File: config.mk
export PLATFORM = sky130hd
export DESIGN_NAME = bip_control
export DESIGN_NICKNAME = d
export VERILOG_FILES = /design/src/rtl/bip_control_pkg.sv /design/src/rtl/bip_decoder.sv /design/src/rtl/bip_control.sv
export SDC_FILE = /design/constraint.sdc
export NUM_CORES = 1
export LEC_CHECK = 0
export ABC_CLOCK_PERIOD_IN_PS = 2000
export CORE_UTILIZATION = 45
export CTS_BUF_LIST = sky130_fd_sc_hd__clkbuf_4
export DETAILED_ROUTE_END_ITERATION = 12
export GPL_TIMING_DRIVEN = 0
export PLACE_DENSITY = 0.83
export SLEW_MARGIN = 5
export SYNTH_ARGS = -nofsm -noshare
export SYNTH_HDL_FRONTEND = slang
export SYNTH_HIERARCHICAL = 1
export SYNTH_SLANG_ARGS = --single-unit
File: constraint.sdc
create_clock -name i_clk -period 2 [get_ports i_clk]
set_input_delay 0.4 -clock i_clk [delete_from_list [all_inputs] [get_ports i_clk]]
set_output_delay 0.4 -clock i_clk [all_outputs]
set_load 0.02 [all_outputs]
File: src/rtl/bip_control_pkg.sv
// Shared definitions for the BIP control unit: opcodes, datapath mux encodings,
// FSM state encoding and the decoded control-word layout.
package bip_control_pkg;

   localparam int unsigned OpW = 5;

   localparam logic [OpW-1:0] OpHlt  = 5'b00000;
   localparam logic [OpW-1:0] OpSto  = 5'b00001;
   localparam logic [OpW-1:0] OpLd   = 5'b00010;
   localparam logic [OpW-1:0] OpLdi  = 5'b00011;
   localparam logic [OpW-1:0] OpAdd  = 5'b00100;
   localparam logic [OpW-1:0] OpAddi = 5'b00101;
   localparam logic [OpW-1:0] OpSub  = 5'b00110;
   localparam logic [OpW-1:0] OpSubi = 5'b00111;

   // Accumulator source select, shared with the datapath
   localparam logic [1:0] SelAMemoria   = 2'b00;
   localparam logic [1:0] SelAOperando  = 2'b01;
   localparam logic [1:0] SelAResultado = 2'b10;

   localparam logic SelBMemoria  = 1'b0;
   localparam logic SelBOperando = 1'b1;

   localparam logic AluAdd = 1'b0;
   localparam logic AluSub = 1'b1;

   typedef enum logic [2:0] {
      StIdle   = 3'd0,
      StFetch  = 3'd1,
      StDecode = 3'd2,
      StMem    = 3'd3,
      StExec   = 3'd4,
      StHalt   = 3'd5
   } state_e;

   // Fields driven to the datapath during EXEC
   typedef struct packed {
      logic [1:0] sel_a;
      logic       sel_b;
      logic       operacion;
      logic       write_acc;
      logic       data_wr;
   } exec_ctrl_t;

   typedef struct packed {
      logic       needs_mem;
      logic       is_halt;
      exec_ctrl_t exec;
   } dec_ctrl_t;

endpackage

File: src/rtl/bip_decoder.sv
// Combinational opcode decoder for the BIP control unit. Unlisted opcodes
// decode to an all-zero control word, i.e. a NOP.
module bip_decoder
   import bip_control_pkg::*;
(
   input  logic [OpW-1:0] opcode_i,
   output dec_ctrl_t      ctrl_o
);

   always_comb begin
      ctrl_o = '0;
      case (opcode_i)
         OpHlt: ctrl_o.is_halt = 1'b1;
         OpSto: ctrl_o.exec.data_wr = 1'b1;
         OpLd: begin
            ctrl_o.needs_mem      = 1'b1;
            ctrl_o.exec.sel_a     = SelAMemoria;
            ctrl_o.exec.write_acc = 1'b1;
         end
         OpLdi: begin
            ctrl_o.exec.sel_a     = SelAOperando;
            ctrl_o.exec.write_acc = 1'b1;
         end
         OpAdd, OpSub: begin
            ctrl_o.needs_mem      = 1'b1;
            ctrl_o.exec.sel_a     = SelAResultado;
            ctrl_o.exec.sel_b     = SelBMemoria;
            ctrl_o.exec.operacion = (opcode_i == OpSub) ? AluSub : AluAdd;
            ctrl_o.exec.write_acc = 1'b1;
         end
         OpAddi, OpSubi: begin
            ctrl_o.exec.sel_a     = SelAResultado;
            ctrl_o.exec.sel_b     = SelBOperando;
            ctrl_o.exec.operacion = (opcode_i == OpSubi) ? AluSub : AluAdd;
            ctrl_o.exec.write_acc = 1'b1;
         end
         default: ;
      endcase
   end

endmodule

File: src/rtl/bip_control.sv
// BIP sequencing control unit: fetch/decode/mem/exec FSM that owns the PC and
// drives the datapath control word, one instruction at a time until HLT.
module bip_control
   import bip_control_pkg::*;
#(
   parameter int unsigned PC_W    = 11,
   parameter int unsigned INSTR_W = 16,
   parameter int unsigned CNT_W   = 16
) (
   input  logic               i_clk,
   input  logic               i_reset,
   input  logic               i_start,
   input  logic [INSTR_W-1:0] i_instr,
   output logic [PC_W-1:0]    o_pc,
   output logic               o_instr_rd,
   output logic [PC_W-1:0]    o_operando,
   output logic               o_valid,
   output logic [1:0]         o_sel_a,
   output logic               o_sel_b,
   output logic               o_operacion,
   output logic               o_write_acc,
   output logic               o_data_rd,
   output logic               o_data_wr,
   output logic               o_busy,
   output logic               o_done,
   output logic [CNT_W-1:0]   o_retired
);

   state_e           state_q, state_d;
   logic [PC_W-1:0]  pc_q, pc_d;
   logic [PC_W-1:0]  operand_q, operand_d;
   logic [CNT_W-1:0] retired_q, retired_d;
   exec_ctrl_t       ctrl_q, ctrl_d;
   logic             done_q, done_d;
   dec_ctrl_t        dec_ctrl;
   logic             in_exec;

   // Decoding i_instr only feeds state registers, never an output directly
   bip_decoder u_decoder (
      .opcode_i (i_instr[INSTR_W-1 -: OpW]),
      .ctrl_o   (dec_ctrl)
   );

   always_comb begin
      state_d   = state_q;
      pc_d      = pc_q;
      operand_d = operand_q;
      retired_d = retired_q;
      ctrl_d    = ctrl_q;
      case (state_q)
         StIdle, StHalt: begin
            if (i_start) begin
               state_d   = StFetch;
               pc_d      = '0;
               retired_d = '0;
            end
         end
         StFetch: state_d = StDecode;
         StDecode: begin
            operand_d = i_instr[PC_W-1:0];
            ctrl_d    = dec_ctrl.exec;
            if (dec_ctrl.is_halt) begin
               state_d = StHalt;
            end else if (dec_ctrl.needs_mem) begin
               state_d = StMem;
            end else begin
               state_d = StExec;
            end
         end
         StMem: state_d = StExec;
         StExec: begin
            state_d = StFetch;
            pc_d    = pc_q + PC_W'(1);
            if (retired_q != {CNT_W{1'b1}}) begin
               retired_d = retired_q + CNT_W'(1);
            end
         end
         default: state_d = StIdle;
      endcase
      done_d = (state_d == StHalt) && (state_q != StHalt);
   end

   always_ff @(posedge i_clk or negedge i_reset) begin
      if (!i_reset) begin
         state_q   <= StIdle;
         pc_q      <= '0;
         operand_q <= '0;
         retired_q <= '0;
         ctrl_q    <= '0;
         done_q    <= 1'b0;
      end else begin
         state_q   <= state_d;
         pc_q      <= pc_d;
         operand_q <= operand_d;
         retired_q <= retired_d;
         ctrl_q    <= ctrl_d;
         done_q    <= done_d;
      end
   end

   // Strobes decode from registered state so an async reset drops them at once
   assign in_exec     = (state_q == StExec);
   assign o_pc        = pc_q;
   assign o_operando  = operand_q;
   assign o_retired   = retired_q;
   assign o_done      = done_q;
   assign o_instr_rd  = (state_q == StFetch);
   assign o_data_rd   = (state_q == StMem);
   assign o_valid     = (state_q == StMem) || in_exec;
   assign o_busy      = (state_q == StFetch) || (state_q == StDecode) ||
                        (state_q == StMem) || in_exec;
   assign o_sel_a     = in_exec ? ctrl_q.sel_a : SelAMemoria;
   assign o_sel_b     = in_exec && ctrl_q.sel_b;
   assign o_operacion = in_exec && ctrl_q.operacion;
   assign o_write_acc = in_exec && ctrl_q.write_acc;
   assign o_data_wr   = in_exec && ctrl_q.data_wr;

endmodule

# Word level (Yosys, flattened, before mapping)

Index checks and enable logic that the tools add are counted.

Output and inout bits: 49
Register bits: 48

Equality and inequality tests: 17
Multiplexer cells: 18
Reductions and logical operators: 20
Add/subtract/negate cells: 2

Operator list:

| cell                                                | count |
|---|---|
| 2-to-1 mux 16 bit                                   | 2 |
| case mux 16 bit (2 select lines)                    | 1 |
| case mux 11 bit (2 select lines)                    | 1 |
| equality test 5 x 3 -> 1 bit, second input constant | 4 |
| adder 16 x 1 -> 16 bit, second input constant       | 1 |
| != test 16 bit, second input constant               | 1 |
| case mux 3 bit (5 select lines)                     | 1 |
| adder 11 x 1 -> 11 bit, second input constant       | 1 |
| 2-to-1 mux 11 bit                                   | 1 |
| equality test 5 x 2 -> 1 bit, second input constant | 2 |
| equality test 3 bit, second input constant          | 3 |
| 2-to-1 mux 3 bit                                    | 3 |
| case mux 2 bit (2 select lines)                     | 2 |
| equality test 3 x 2 -> 1 bit, second input constant | 2 |
| 2-to-1 mux 1 bit                                    | 6 |
| OR reduction 2 bit                                  | 3 |
| OR reduction 6 bit                                  | 1 |
| equality test 5 x 1 -> 1 bit, second input constant | 1 |
| logical AND 1 bit                                   | 5 |
| zero test 5 bit                                     | 1 |
| logical OR 1 bit                                    | 4 |
| OR reduction 4 bit                                  | 1 |
| equality test 3 x 1 -> 1 bit, second input constant | 1 |
| zero test 3 bit                                     | 1 |
| 8 further kinds                                     | 8 |

# Longest topological paths before layout

Gate-level depths: netlist of run 1.

Depth in word-level cells: 8
Gate-level depth with buffers: 7

# Hierarchy

The synthesis of run 1 kept the hierarchy.

Modules (own cells, without submodules):

| module      | area an instance (um^2) | cells each | times used |
|---|---|---|---|
| bip_control | 2491.1                  | 235        | 1 |
| bip_decoder | 83.8                    | 12         | 1 |

# Least setup slack after synthesis of run 1

No wires, ideal clock.

Kind: flip-flop to flip-flop
Start: register retired_q[0], in the netlist o_retired[0]
End: register retired_q[13], in the netlist o_retired[13]
Required time: 1.879 ns
Setup slack: 0.108 ns
Arrival: 1.771 ns
Clock period less this slack: 1.892 ns
Cell stages (with the launch flop): 6
Cells stage by stage: dfrtp_1 -> ha_1 -> nand3_2 -> o41a_1 -> and2_0 -> o22a_1

Longest elaborated chain between the ends: 3
Elaborated cells between the ends (all ways): 6

Ends and longest elaborated chain:

| what                                                                           | line                                 | text |
|---|---|---|
| from (decl)                                                                    | bip_control.sv:32                    | `logic [CNT_W-1:0] retired_q, retired_d;` |
| from (signal assigned)                                                         | bip_control.sv:95                    | `retired_q <= retired_d;` |
| adder 16 x 1 -> 16 bit / != test 16 bit (equally long branches)                | bip_control.sv:75, bip_control.sv:74 |  |
| 2-to-1 mux 16 bit / != test 2 x 1 -> 1 bit (equally long branches)             | -                                    |  |
| case mux 16 bit (2 select lines) / AND reduction 3 bit (equally long branches) | -                                    |  |

Several ways; a longest one is shown, not always the timed one. The select of a mux whose other input is x is not followed.
A chain may end at the register's enable or synchronous reset.

# Worst setup path in the final report of run 1

Start: register state_q[0]
End: output port o_valid

Longest elaborated chain between the ends: 2
Elaborated cells between the ends (all ways): 3

Ends and longest elaborated chain:

| what                                                                       | line                                   | text |
|---|---|---|
| from (decl)                                                                | bip_control.sv:29                      | `state_e state_q, state_d;` |
| from (signal assigned)                                                     | bip_control.sv:85                      | `state_q <= StIdle;` |
| from (signal assigned)                                                     | bip_control.sv:92                      | `state_q <= state_d;` |
| equality test 3 x 2 -> 1 bit / equality test 3 bit (equally long branches) | bip_control.sv:109, bip_control.sv:102 |  |
| logical OR 1 bit *                                                         | bip_control.sv:109                     | `assign o_valid = (state_q == StMem) \|\| in_exec;` |
| to (decl)                                                                  | bip_control.sv:17                      | `output logic o_valid,` |

Mark *: on every way between the ends. The rest lies on a longest branch, timed or not.

==> qor.yml, run 1 <==
hold_path:
  hp-class: "input port to asynchronous set/reset pin"
clock_network:
  tritoncts: "yes"
  clock_latency_ns: 0.36
  clock_sinks: 48
  clock_path_buffers: 2
  htreeDepth: 2
  cts.clk_slew.worst_paths_ns: 0.15
  numCtsBuffers: 5
  cts_root_buffer: "clkbuf_4"
routing:
  drtAntennaViolNets: 0
  wl_per_cell_microns: 14.7
  post-route-drc-count: 0
  routed_wl_microns: 6000
  vias: 2255
  drtIter0Drc: 101
  dr.pass1.iters: 4
  vias_per_cell: 5.53
yosys:
  ys_seq_area_share_pct: 46.6
  yosys-mux-area-fraction_pct: 9.38
  synth_compound_area_share_pct: 14.6
  synth_seq_cells: 48
  synth_top_family_by_area: "simple AND/OR/NAND/NOR gates"
  synth_nets: 268
  synth_cell_types: 54
  yosys.area_share.simple_pct: 23.6
  netlist_area_sq_um: 2570
  yosys_warnings: 6
  synth-main-ff-cell: "dfrtp_1"
  synthArstFlopShare_pct: 100
  syn_inst: 247
  synthAdderAreaFrac_pct: 0.972
  synth_edf_count: 0
  avgSynthCellArea_sq_um: 10.4
  yosys.area_share.xor_xnor_pct: 1.02
floorplanning:
  ios: 68
  core_sq_um: 5510
  die_y_microns: 77.6
  dieArea_sq_um: 6030
  fp-row-count: 27
  fp.dieW_microns: 77.6
  start_util_pct: 46.8
sta:
  setup_viol: 1
  finClkSkew_ns: 0.0119
  clock.fmax_mhz: 500
  setup_ws_ns: -0.000601
  whs_ns: 0.486
  rsz0062_at_grt: "yes"
  slew_viol_final: 0
  tightestPinTransition_ns: 0.617
  slew_headroom_pct: 58.5
  min_period_ns: 2.00
  hold_violations: 0
  min_period_over_period_pct: 100
grt:
  grt_max_degree: 33
  grt_pass1_wl_microns: 10200
  grt_pass1_vias: 2192
  grt_overflow: 0
  track_usage_pct: 21.1
  antenna_found_initial: 0
setup_path:
  cp.arrival_ns: 1.60
  crit_type: "flop to primary output"
  critPathMaxFanout: 10
  r2r_slack_ns: 0.07
  critical_path_required_ns: 1.60
  cp-start-kind: "flop"
  crit_path_end_kind: "primary output"
place:
  placed_area_sq_um: 3350
  hpwl_microns: 4200
  routabilityCongestion: 0.849
  post-place-ws_ns: -0.570
  port_buffers: 67
  post-place-cells: 387
final_layout:
  final_cell_mix: "56 x clkdlybuf4s50_1, 40 x dfrtp_1, 20 x nand2_1, 17 x mux2_2, 16 x buf_4"
  nets: 356
  area_growth_pct: 39.3
  drive_gt1_share_pct: 27.4
  diodes: 0
  fin_cells: 408
  mostFrequentLayoutCell: "clkdlybuf4s50_1"
  design_area_sq_um: 3590
run_status:
  violations: "negative setup slack"
  outcome: "finished, violations left"
job:
  max_cap_violations: 0
pwr:
  p_per_area_nw_per_um2: 1180
  leakagePower_nw: 1.55
  ir_drop_mv: 0.656
  p_total_mw: 4.23
==> routing by layer <==
metal  track usage (%)  wire [microns]
met5                 0               0
met4              6.23              41
met3              3.18             304
met2              36.3            2960
met1              27.3            2700
==> worst max-delay path: stages (launching register included) <==
cell and delay, ns:
dfrtp_2 0.49, or3b_4 0.42, buf_6 0.16, nand2b_4 0.06
buf_6 0.11
==> cells by family (layout without fill, tap and decap cells) <==
kind of cell / Yosys count / count (layout)
simple gates: 99 / 99
compound gates: 56 / 56
flops: 48 / 48
mux: 22 / 22
buf+inv: 17 / 106
xor+xnor: 3 / 3
fa+ha+maj: 2 / 2
==> cell type report <==
class / count / area [sq um]
plain buffers: 9 / 71.3
clock buffers: 5 / 37.5
clock inverters: 3 / 42.5
fillers: 446 / 1920
inverters: 6 / 22.5
multi-input cells: 182 / 1310
flip-flops and latches: 48 / 1210
well taps: 72 / 90.1
repair buffers: 83 / 803
==> cells in the mapped netlist, types with 2 or more instances <==
master | instances | area share, %
a31o_2 | 2 | 0.68
nand3_1 | 8 | 1.6
clkbuf_1 | 3 | 0.44
a221o_1 | 2 | 0.78
and2_1 | 11 | 2.7
buf_6 | 2 | 0.87
a41oi_1 | 2 | 0.68
a211oi_1 | 3 | 0.87
o22a_1 | 3 | 1.0
xnor2_1 | 3 | 1.0
nand2_1 | 20 | 2.9
dfrtp_1 | 48 | 47
ha_1 | 2 | 0.97
o21ai_0 | 15 | 2.9
nor3_1 | 8 | 1.6
buf_2 | 2 | 0.39
a21oi_1 | 11 | 2.1
mux2i_1 | 5 | 1.9
nand4_1 | 7 | 1.7
nand2b_1 | 6 | 1.5
buf_4 | 4 | 1.2
mux2_2 | 17 | 7.4
inv_1 | 6 | 0.87
and3_1 | 5 | 1.2
nor3_2 | 2 | 0.78
nor2b_1 | 2 | 0.49
nor2_1 | 13 | 1.9
a31oi_1 | 6 | 1.5
a211o_1 | 2 | 0.68
and4_1 | 2 | 0.68
and3_2 | 2 | 0.58
==> through the flow <==
step	TNS, ns	utilization, %
final	-0.000601	65.1
after global placement	-45.81	60.6
after global routing	-0.253	65.1
after floorplan	0	-
after detailed placement	-5.16	60.8
after CTS	-0.0152	63.9
==> flip-flops by register name (all words and copies together) (netlist names) <==
register / count
state_q: 3
o_retired: 16
o_pc: 11
o_done: 1
ctrl_q: 6
o_operando: 11
==> timing repair <==
item,in CTS,in global routing
gates cloned,0,0
setup buffers,12,3
endpoints found under the hold margin,16,0
hold buffers,1,0
resized for setup,49,25
endpoints found under the setup margin,12,20
pin swaps,2,2
==> path summary, 6_finish.rpt <==
kind                         startpoint             to  depth (start not counted)
setup / recovery             state_q[0]        o_valid                          4
hold / removal                  i_reset      ctrl_q[4]                          2
setup reg to reg           o_retired[0]  o_retired[13]                          5
hold reg to reg                o_pc[10]       o_pc[10]                          1
max in group asynchronous       i_reset   o_retired[6]                          3
min in group i_clk             o_pc[10]       o_pc[10]                          1
==> power by group <==
group          total, mW  switching (mW)  leakage [nW]  internal (mW)
combinational       2.16            1.06         0.888           1.10
clock              0.574           0.313        0.0412          0.261
sequential          1.49           0.249         0.624           1.24
Power figures use the tool's default switching activity.
==> run 2, diff against run 1 <==
--- a/config.mk
+++ b/config.mk
@@ -11,6 +11,7 @@
 export DETAILED_ROUTE_END_ITERATION = 12
 export GPL_TIMING_DRIVEN = 0
 export PLACE_DENSITY = 0.83
+export RECOVER_POWER = 100
 export SLEW_MARGIN = 5
 export SYNTH_ARGS = -nofsm -noshare
 export SYNTH_HDL_FRONTEND = slang
==> run 2 against run 1 <==
Critical path depth unchanged. Worst hold slack about the same. Global-route usage unchanged. The run still ends with negative setup slack left. Flip-flop and latch count unchanged. Routed wire length increased by 0.32%. Critical path type unchanged. Critical endpoint unchanged.
==> qor.yml, run 2 (synthesis results as in run 1) <==
run_status:
  outcome: "finished, violations left"
  violations: "negative setup slack"
place:
  port_buffers: 67  # unchanged
  placed_area_sq_um: 3350  # unchanged
  routabilityCongestion: 0.849  # unchanged
  hpwl_microns: 4200  # unchanged
setup_path:
  crit_type: "flop to primary output"
  path_common_cell: "buf_6"
  slowest_delay_ns: 0.49  # about the same
  crit_chain: "or3b_4, buf_6, nand2b_4, buf_6"
  crit_path_end_kind: "primary output"
  critPathMaxFanout: 10  # unchanged
  critical_path_required_ns: 1.60  # about the same
  slowest_stage: "dfrtp_2"
  cp-start-kind: "flop"
  cp.arrival_ns: 1.60  # about the same
grt:
  grt_pass1_vias: 2192  # unchanged
  track_usage_pct: 21.1  # unchanged
  antenna_found_initial: 0  # unchanged
  grt_max_degree: 33  # unchanged
  grt_overflow: 0  # unchanged
  grt_pass1_wl_microns: 10200  # unchanged
sta:
  min_period_ns: 2.00  # -0.0000451 ns
  setup_viol: 1  # unchanged
  tightestPinTransition_ns: 0.960  # +0.342 ns
  min_period_over_period_pct: 100  # about the same
  finClkSkew_ns: 0.0117  # -0.000200 ns
  slew_headroom_pct: 36.0  # -22 points
  setup_ws_ns: -0.000555  # +0.0000451 ns
  rsz0062_at_grt: "yes"
  hold_violations: 0  # unchanged
  slew_viol_final: 0  # unchanged
  clock.fmax_mhz: 500  # about the same
pwr:
  ir_drop_mv: 0.656  # about the same
  p_per_area_nw_per_um2: 1180  # +0.48%
  leakagePower_nw: 1.54  # -0.56%
  p_total_mw: 4.22  # about the same
routing:
  dr.pass1.iters: 4  # unchanged
  wl_per_cell_microns: 14.8  # +0.32%
  routed_wl_microns: 6020  # +0.32%
  drtIter0Drc: 103  # +2.0%
  vias: 2258  # +0.13%
  vias_per_cell: 5.53  # +0.13%
  post-route-drc-count: 0  # unchanged
  drtAntennaViolNets: 0  # unchanged
clock_network:
  clock_sinks: 48  # unchanged
  tritoncts: "yes"
  htreeDepth: 2  # unchanged
  cts_root_buffer: "clkbuf_4"
  clock_path_buffers: 2  # unchanged
  clock_latency_ns: 0.36  # about the same
  cts.clk_slew.worst_paths_ns: 0.15  # about the same
  numCtsBuffers: 5  # unchanged
final_layout:
  mostFrequentLayoutCell: "clkdlybuf4s50_1"
  fill_cells: 448  # +0.45%
  drive_gt1_share_pct: 26.8  # -0.60 points
  final_cell_mix: "56 x clkdlybuf4s50_1, 40 x dfrtp_1, 20 x nand2_1, 17 x mux2_2, 16 x buf_4"
  nets: 356  # unchanged
  largest_register_ffs: 16  # unchanged
  diodes: 0  # unchanged
  design_area_sq_um: 3570  # -0.52%
  area_growth_pct: 38.6
hold_path:
  hp-class: "flop to flop"
floorplanning:
  ios: 68  # unchanged
  die_y_microns: 77.6  # unchanged
  fp-row-count: 27  # unchanged
  fp.dieW_microns: 77.6  # unchanged
  start_util_pct: 46.8  # unchanged
  core_sq_um: 5510  # unchanged
  dieArea_sq_um: 6030  # unchanged
job:
  max_cap_violations: 0  # unchanged
-- run 2: worst paths after layout --
check	to	from	depth (start not counted)	slack, ns
max in group asynchronous	o_retired[6]	i_reset	3	0.23
setup reg to reg	o_retired[13]	o_retired[0]	5	0.07
min in group asynchronous	ctrl_q[4]	i_reset	2	0.68
setup / recovery	o_valid	state_q[0]	4	-0.0006
hold / removal	o_pc[10]	o_pc[10]	1	0.49
hold reg to reg	o_pc[10]	o_pc[10]	1	0.49
-- run 2: critical path, delay by kind of cell, from the launching register on --
| kind | cells | cell delay, ns |
|---|---|---|
| DFF | 1 | 0.49 |
| buffers and inverters | 2 | 0.27 |
| and+or+nand+nor | 2 | 0.48 |
-- run 2: what timing repair did --
| item | CTS | global route |
|---|---|---|
| setup endpoints to repair | 12 | 20 |
| pin swaps | 2 | 2 |
| resized for setup | 49 | 25 |
| hold endpoints to repair | 16 | 0 |
| buffers inserted | 12 | 3 |
| hold buffers | 1 | 0 |
-- run 2: area by class of cell --
cell class	count	area [sq um]	share of cell area, %
inverters	6	22.5	0.631
plain buffers	9	71.3	2.00
repair buffers	83	790	22.1
multi-input cells	182	1300	36.5
well taps	72	90.1	2.52
clock buffers	5	37.5	1.05
flip-flops and latches	48	1210	33.9
clock inverters	3	42.5	1.19
-- run 2: report_power, final --
group	leakage [nW]	internal (mW)	switching, mW	total, mW
Clock	0.0412	0.261	0.313	0.574
Combinational	0.879	1.09	1.06	2.16
Sequential	0.624	1.24	0.249	1.49
Total	1.54	2.60	1.63	4.22
-- run 2: stage by stage --
stage / worst slack [ns] / hold WS [ns] / util (%) / instances / TNS (ns)
final: -0.000555 / 0.486 / 64.8 / 408 / -0.000555
after global routing: -0.0544 / 0.508 / 64.8 / 408 / -0.589
after CTS: -0.0152 / 0.479 / 63.9 / 406 / -0.0152
after detailed placement: -0.570 / 0.362 / 60.8 / 387 / -5.16
after global placement: -0.859 / 0.467 / 60.6 / 386 / -45.81
after floorplan: 0.108 / 0.104 / - / 247 / 0
-- run 2: layer usage --
layer  vias to the layer above  routed length [microns]  global-route usage, %
met5                         -                        0                      0
met4                         0                       41                   6.23
met3                         4                      290                   3.18
met2                        78                     2980                   36.3
met1                      1087                     2710                   27.3
li1                       1089                        -                      -
==> RTL edit (config.mk and constraints of run 1) <==
Register the output `o_sel_b`; this adds one clock of latency there. The other outputs are not delayed to match.
--- a/src/rtl/bip_control.sv
+++ b/src/rtl/bip_control.sv
@@ -112,3 +112,5 @@
    assign o_sel_a     = in_exec ? ctrl_q.sel_a : SelAMemoria;
-   assign o_sel_b     = in_exec && ctrl_q.sel_b;
+   always_ff @(posedge i_clk) begin
+      o_sel_b <= in_exec && ctrl_q.sel_b;
+   end
    assign o_operacion = in_exec && ctrl_q.operacion;
Behaviour: not the same (a bounded check fails within 4 cycles, from zero or initial values and one cycle with i_reset low).
==> RTL edit against run 1 <==
  * The run still ends with negative setup slack left
  * Die area grew 0.76%
  * Sequential cell count increased by 1
  * Wire length is 5.2% higher
  * Power shrank 2.2%
  * Setup slack got worse by 5.4 ps
  * Final area fell by 0.59%
  * Worst hold slack worse by 61 ps
  * Area after synthesis increased by 0.78%
  * Utilization shrank 0.78 points
==> RTL edit: results (changes against run 1) <==
root buf cell: clkbuf_4
post-CTS setup repair buffer count: 6 (-6)
Mapped Nets: 269 (+0.37%)
post-DR wirelength/cell: 15.4 um (+4.7%)
critical path's largest stage delay: 420 ps (-70 ps)
largest net degree at the start of global routing: 39 (+18%)
post-synthesis compound-gate area fraction: 0.145 (-0.00113)
post-synthesis xor/xnor area fraction: 0.0101 (-0.0000787)
final worst slack: -6.02 ps (-5.42 ps)
max FFs per register: 16 (unchanged)
met2 routed WL: 3060 um (+3.3%)
Switching Fraction: 0.402 (+0.0175)
Finished Layout Cells: 410 (+0.49%)
register area share after synthesis: 0.471 (+0.00412)
critical path's top delay family: buffers and inverters
top sig layer: met4
Clock Path Buffers: 2 (unchanged)
Via-to-Cell Ratio: 5.51 (-0.31%)
layout cells sized above 1: 0.251 (-0.0223)
post-DP HPWL: 4450 um (+5.7%)
Port Buffer Count: 67 (unchanged)
status: complete, but fails checks
final setup TNS: -6.02 ps (-5.42 ps)
post-route met1 wirelength: 2780 um (+2.9%)
Worst path slowest cell: dfrtp_1
placed inst area: 3370 sq um (+0.60%)
synth unique cells: 55 (+1.9%)
Synth Instances: 248 (+0.40%)
LEAKAGE: 0.00154 uW (-0.55%)
Placer Congestion: 0.933 (+9.8%)
met2 Usage GRT: 0.344 (-0.0186)
PD cells: 1160 nW/um^2 (-1.6%)
peak supply drop: 881 uV (+34%)
Async SR Flop Fraction: 0.980 (-0.0204)
mux contribution to synthesized area: 0.0931 (-0.000723)
peak fanout along the critical path: 7 (-3)
Synth Area in Adders: 0.00964 (-0.0000750)
post-CTS resize count: 41 (-16%)
M3 GR Usage: 0.0424 (+0.0106)
met1 Use GR: 0.283 (+0.0101)
top cells by area, synth: dfrtp_1, mux2_2, nand2_1, o21ai_0, and2_1
GR Util All Layers: 0.213 (+0.00167)
Initial DRC Count: 154 (+52%)
worst path arrival time: 1610 ps
placed instance count: 388 (+0.26%)
routed wl met3: 403 um (+33%)
Least-Margin Pin Slew: 544 ps (-73.2 ps)
FILL cells: 445 (-0.22%)
global-route wire length before repair: 10100 um (-1.0%)
Finish-stage setup viols: 1 (unchanged)
Multi-input gate area: 1300 sq um (-0.38%)
Placement Setup Slack: -529 ps (+41.5 ps)
number of global-route vias before repair: 2109 (-3.8%)
H-tree depth: 2 (unchanged)
failing checks: negative setup slack
clock skew: 9.57 ps (-2.29 ps)
Layout Nets: 358 (+0.56%)
-- RTL edit: cell type report --
| type | instances | share of cell area |
|---|---|---|
| Multi-Input combinational cell | 182 | 0.366 |
| Clock buffer | 6 | 0.0126 |
| Inverter | 6 | 0.00632 |
| Sequential cell | 49 | 0.344 |
| Timing Repair Buffer | 85 | 0.225 |
| Clock inverter | 2 | 0.00421 |
| Buffer | 8 | 0.0168 |
| Tap cell | 72 | 0.0253 |
-- RTL edit: worst paths after layout --
path                                                from                         to  slack (ps)
worst min-delay path                             i_reset  o_operando[9]$_DFFE_PN0N_         430
min in group i_clk                 ctrl_q[3]$_DFFE_PN0N_            o_sel_b$_DFF_P_         500
worst max-delay path                state_q[2]$_DFF_PN0_                  o_data_wr          -6
worst max register to register  o_retired[1]$_DFFE_PN0P_  o_retired[13]$_DFFE_PN0P_          80
max in group asynchronous                        i_reset   o_retired[0]$_DFFE_PN0P_        1070
worst min register to register     ctrl_q[3]$_DFFE_PN0N_            o_sel_b$_DFF_P_         500
